**src/rtl/mon_buf_arb.sv**
```systemverilog
// mon_buf_arb: arbiter and occupancy tracker for the single-port monitor trace
// buffer RAM. Round-robin between capture writer and UART reader, keeps the
// write pointer and entry count, and registers read data for the reader.
// Optional build macro MON_BUF_DROP_EN: writes while full are acknowledged and
// discarded, raising a sticky overflow flag (ovf, cleared by ovf_clr).
`timescale 1ns/1ps

module mon_buf_arb #(
  parameter int unsigned AW = 11,
  parameter int unsigned DW = 18
) (
  input  logic          clk,
  input  logic          rst_x,
  input  logic          wrreq,
  output logic          wrack,
  input  logic [DW-1:0] wdata,
  input  logic          rdreq,
  output logic          rdack,
  input  logic [AW-1:0] raddr,
  output logic [DW-1:0] rdata,
  input  logic          rd_pop,
  output logic          empty,
  output logic          full,
  output logic [AW:0]   count,
`ifdef MON_BUF_DROP_EN
  output logic          ovf,
  input  logic          ovf_clr,
`endif
  output logic          ram_cs,
  output logic          ram_we,
  output logic [AW-1:0] ram_addr,
  output logic [DW-1:0] ram_wdata,
  input  logic [DW-1:0] ram_rdata
);

  localparam int unsigned CW    = AW + 1;
  localparam int unsigned DEPTH = 1 << AW;

  typedef enum logic [2:0] {
    S_IDLE,
    S_WRITE,
    S_READ,
    S_RDWAIT,
    S_RDACK,
    S_WRITE_DROP
  } state_e;

  typedef enum logic {
    G_READ  = 1'b0,
    G_WRITE = 1'b1
  } grant_e;

  state_e          state_q;
  grant_e          last_q;
  logic [AW-1:0]   wptr_q;
  logic [CW-1:0]   count_q, count_d;
  logic [DW-1:0]   rdata_q;
  logic            wrack_q, rdack_q;
  logic            ram_cs_q, ram_we_q;
  logic [AW-1:0]   ram_addr_q;
  logic [DW-1:0]   ram_wdata_q;
  logic            full_c, wr_cand_c, drop_c, pick_wr_c, pick_rd_c, pop_c;

  // Arbitration candidates and next entry count
  always_comb begin
    full_c    = (count_q == CW'(DEPTH));
`ifdef MON_BUF_DROP_EN
    wr_cand_c = wrreq;
    drop_c    = wrreq & full_c;
`else
    wr_cand_c = wrreq & ~full_c;
    drop_c    = 1'b0;
`endif
    pick_wr_c = wr_cand_c & (~rdreq | (last_q == G_READ));
    pick_rd_c = rdreq & (~wr_cand_c | (last_q == G_WRITE));
    pop_c     = rd_pop & (count_q != '0);
    count_d   = count_q + CW'(state_q == S_WRITE) - CW'(pop_c);
  end

  // Access FSM with registered RAM strobes, acks and read data
  always_ff @(posedge clk or negedge rst_x) begin
    if (!rst_x) begin
      state_q     <= S_IDLE;
      last_q      <= G_READ;
      wptr_q      <= '0;
      count_q     <= '0;
      rdata_q     <= '0;
      wrack_q     <= 1'b0;
      rdack_q     <= 1'b0;
      ram_cs_q    <= 1'b0;
      ram_we_q    <= 1'b0;
      ram_addr_q  <= '0;
      ram_wdata_q <= '0;
    end else begin
      wrack_q     <= 1'b0;
      rdack_q     <= 1'b0;
      ram_cs_q    <= 1'b0;
      ram_we_q    <= 1'b0;
      ram_addr_q  <= '0;
      ram_wdata_q <= '0;
      count_q     <= count_d;
      case (state_q)
        S_IDLE: begin
          if (pick_wr_c && drop_c) begin
            state_q <= S_WRITE_DROP;
            last_q  <= G_WRITE;
            wrack_q <= 1'b1;
          end else if (pick_wr_c) begin
            state_q     <= S_WRITE;
            last_q      <= G_WRITE;
            wrack_q     <= 1'b1;
            ram_cs_q    <= 1'b1;
            ram_we_q    <= 1'b1;
            ram_addr_q  <= wptr_q;
            ram_wdata_q <= wdata;
          end else if (pick_rd_c) begin
            state_q    <= S_READ;
            last_q     <= G_READ;
            ram_cs_q   <= 1'b1;
            ram_addr_q <= raddr;
          end
        end
        S_WRITE: begin
          wptr_q  <= wptr_q + AW'(1);
          state_q <= S_IDLE;
        end
        S_READ:   state_q <= S_RDWAIT;
        S_RDWAIT: begin
          rdata_q <= ram_rdata;
          rdack_q <= 1'b1;
          state_q <= S_RDACK;
        end
        default:  state_q <= S_IDLE;
      endcase
    end
  end

`ifdef MON_BUF_DROP_EN
  logic ovf_q;

  // Sticky overflow: a drop wins over a coincident clear
  always_ff @(posedge clk or negedge rst_x) begin
    if (!rst_x) ovf_q <= 1'b0;
    else        ovf_q <= (state_q == S_WRITE_DROP) | (ovf_q & ~ovf_clr);
  end

  assign ovf = ovf_q;
`endif

  assign wrack     = wrack_q;
  assign rdack     = rdack_q;
  assign rdata     = rdata_q;
  assign count     = count_q;
  assign empty     = (count_q == '0);
  assign full      = full_c;
  assign ram_cs    = ram_cs_q;
  assign ram_we    = ram_we_q;
  assign ram_addr  = ram_addr_q;
  assign ram_wdata = ram_wdata_q;

endmodule
```
**config.mk**
```make
export PLATFORM = sky130hd
export DESIGN_NAME = mon_buf_arb
export DESIGN_NICKNAME = d
export VERILOG_FILES = /design/src/rtl/mon_buf_arb.sv
export SDC_FILE = /design/constraint.sdc
export NUM_CORES = 1
export LEC_CHECK = 0
export BUFFER_PORTS_ARGS = -buffer_cell sky130_fd_sc_hd__buf_2
export CORE_MARGIN = 1
export CORE_UTILIZATION = 51
export CTS_BUF_LIST = sky130_fd_sc_hd__clkbuf_4 sky130_fd_sc_hd__clkbuf_8
export DETAILED_ROUTE_END_ITERATION = 8
export PLACE_DENSITY = 0.81
export SYNTH_ARGS = -nofsm -noshare
export SYNTH_HDL_FRONTEND = slang
export SYNTH_SLANG_ARGS = --single-unit
```
**constraint.sdc**
```tcl
create_clock -name clk -period 3.1 [get_ports clk]
set_input_delay 0.62 -clock clk [delete_from_list [all_inputs] [get_ports clk]]
set_output_delay 0.62 -clock clk [all_outputs]
set_load 0.01 [all_outputs]
```
==> flow_summary.ini <==
[drt]
drc_errors = 0
first_iter_violations = 81
vias = 2434
antenna_left = 0
routedWlPerCell_um = 14.3
viasPerCell = 5.07
drt-pass1-iter-count = 4
routed_wl_um = 6890

[clock_network]
clockRootBuffer = clkbuf_8
cts_made_buffers = 9
clkSlewWorstSetupHoldPaths_ps = 80
worstSkewPairLatency_ps = 340
htreeDepth = 3
ctsLongestPathBuffers = 2
cts_tree = done
holdBufCountCts = 0
cts.sinks = 77

[yosys]
synth_area_leaders = dfrtp_1 (57%), ha_1 (7.1%), mux2_2 (6.4%), xnor2_1 (3.6%), and2_1 (3.5%)
async_reset_ff_share_pct = 100
ys_seq_elements = 77
yosysSeqAreaShare_pct = 57.2
yosys.area.top_type = dfrtp_1
yosys.area.top_type_share_pct = 57.2
avgSynthCellArea_um2 = 12.9
synth.most_common_cell = dfrtp_1
synthCells = 261
synth_edf_count = 0
synthTopCellsByCount = dfrtp_1 (77), inv_1 (21), and2_1 (19), ha_1 (19), mux2_2 (19)
syn-num-nets = 333
syn_area_um2 = 3370
ys_warn_count = 0
synth.distinct_cells = 45
ys.flop_type = dfrtp_1

[global_routing]
grt_pass1_wl_um = 11200
globalRoute.totalOverflow = 0
grt_use_total_pct = 20.6
grt_pass1_vias = 2419
grt_start_max_net_pins = 78
antenna_found_initial = 0

[worst_setup_path]
crit_chain = inv_2 > ha_4 > inv_2 > nor4_4 > nor2b_1 > ha_1 > inv_1 > ha_2 > fa_2 > a211o_1 > a31oi_4 > nor2_2 > o41ai_2 > xnor2_1
cpMostUsedCell = inv_2
critPathSlowestCell = dfrtp_1
endpoint_kind = flop
cp-start-kind = flop
cp_data_arrival_time_ps = 3280
required_ps = 3360
critPathBufInv = 3
slowest_delay_ps = 400
crit_family = adder cells
critPathMaxFanout = 3
critPathKind = reg2reg

[layout]
multiInputGateArea_um2 = 1390
antenna_cells = 0
nFillCells = 464
final_nets = 470
synthToLayoutAreaGrowth_pct = 30.2
register_area_um2 = 1930
postLayoutCoreUtil_pct = 69.0
drive_gt1_share_pct = 48.1

[power]
p_per_area_nw_per_um2 = 1080
leakage_nw = 2.31
peakVddDrop_mv = 0.874
power.total_w = 0.00473

[timing]
maxSlewViolCount = 0
fin_worst_skew_ps = 9.67
fmax_mhz = 330
finalSetupViolations = 0
hold_viol = 0
slew_headroom_pct = 37.6
fin_crit_sh_pct = 97.6
grt_setup_unrepaired = yes
tightest_slew_ps = 936
period_minus_slack_ps = 3030

[place]
place_congestion = 0.875
dp_hpwl_um = 4810
io_buffers = 116

[floorplan]
die_area_um2 = 6930
coreArea_um2 = 6350
die_h_um = 83.2
io-pin-count = 117
start_util_pct = 53.0
placementRows = 29
die_x_um = 83.2

[outcome]
status = complete, no violations

[worst_hold_path]
hp-class = in2async

[job]
cap_violations = 0
## layout by cell type, fill, tap and decap left out, types with 7 or more instances in the layout
cell      instances
buf_2           115
dfrtp_1          77
and2_1           19
mux2_2           19
buf_4            18
inv_1            15
ha_1             15
xnor2_1          14
a22o_1           11
clkbuf_8          9
nand2_1           8
inv_2             7
## metal layers
layer / vias up / part of all wire (%) / track usage, %
met5: - / 0 / 0
met4: 0 / 2.2 / 9.87
met3: 13 / 4.4 / 3.48
met2: 87 / 52 / 35.1
met1: 1173 / 42 / 25.5
li1: 1161 / - / -
## per-stage QoR
step / worst slack, ps / cell area, um^2 / hold slack, ps / instances / setup TNS [ps]
finish: 73.6 / 4380 / 410 / 480 / 0
global route: -46.4 / 4380 / 464 / 480 / -49.8
CTS: 6.38 / 4290 / 446 / 474 / 0
detailed placement: -18.9 / 4050 / 471 / 453 / -18.9
global placement: 139 / 4050 / 469 / 453 / 0
floorplan: 36.9 / 3380 / 324 / 261 / 0
## path summary, 6_finish.rpt
| kind | startpoint | end | slack, ps | cells past startpoint |
|---|---|---|---|---|
| min in group clk | wdata[12] | ram_wdata[12]$_DFF_PN0_ | 480 | 2 |
| max | count[10]$_DFF_PN0_ | count[10]$_DFF_PN0_ | 70 | 14 |
| max in group asynchronous | rst_x | rdata[1]$_DFFE_PN0P_ | 2080 | 1 |
| min | rst_x | ram_wdata[14]$_DFF_PN0_ | 410 | 1 |
| max reg2reg | count[10]$_DFF_PN0_ | count[10]$_DFF_PN0_ | 70 | 14 |
| min reg2reg | wptr_q[10]$_DFFE_PN0P_ | wptr_q[10]$_DFFE_PN0P_ | 480 | 1 |
## what timing repair did
item | 4_1_cts | 5_1_grt
gates cloned | 0 | 0
gates resized for setup | 10 | 10
buffers inserted | 5 | 6
pin swaps | 5 | 11
endpoints found under the setup margin | 1 | 2
## logic make-up after synthesis
| logic type | after synthesis | share of synthesized area [%] |
|---|---|---|
| flip-flops | 77 | 57.2 |
| AND/OR/NAND/NOR | 62 | 10.7 |
| multiplexers | 19 | 6.36 |
| adder cells (fa/ha/maj) | 20 | 7.66 |
| AO/OA/AOI/OAI | 34 | 8.51 |
| buffers and inverters | 29 | 4.27 |
| XOR/XNOR | 20 | 5.20 |
## final cells by class
cell class / count / area share (%)
clock buffers: 9 / 2.83
clock inverters: 7 / 1.31
inverters: 22 / 1.88
repair buffers: 133 / 16.2
multi-input cells: 155 / 31.6
flip-flops and latches: 77 / 44.0
well taps: 77 / 2.20
## report_power, final
group / switching, W / internal [W] / total, W
Combinational: 0.00125 / 0.00120 / 0.00246
Clock: 0.000381 / 0.000301 / 0.000682
Sequential: 0.000213 / 0.00138 / 0.00159
## flip-flops by register name, indices dropped and copies added, names as in the netlist
signal	flops
ram_addr	11
ram_we	1
ram_wdata	18
rdata	18
ram_cs	1
state_q	3
rdack	1
wptr_q	11
last_q	1
count	12
(Power assumes the default switching activity.)
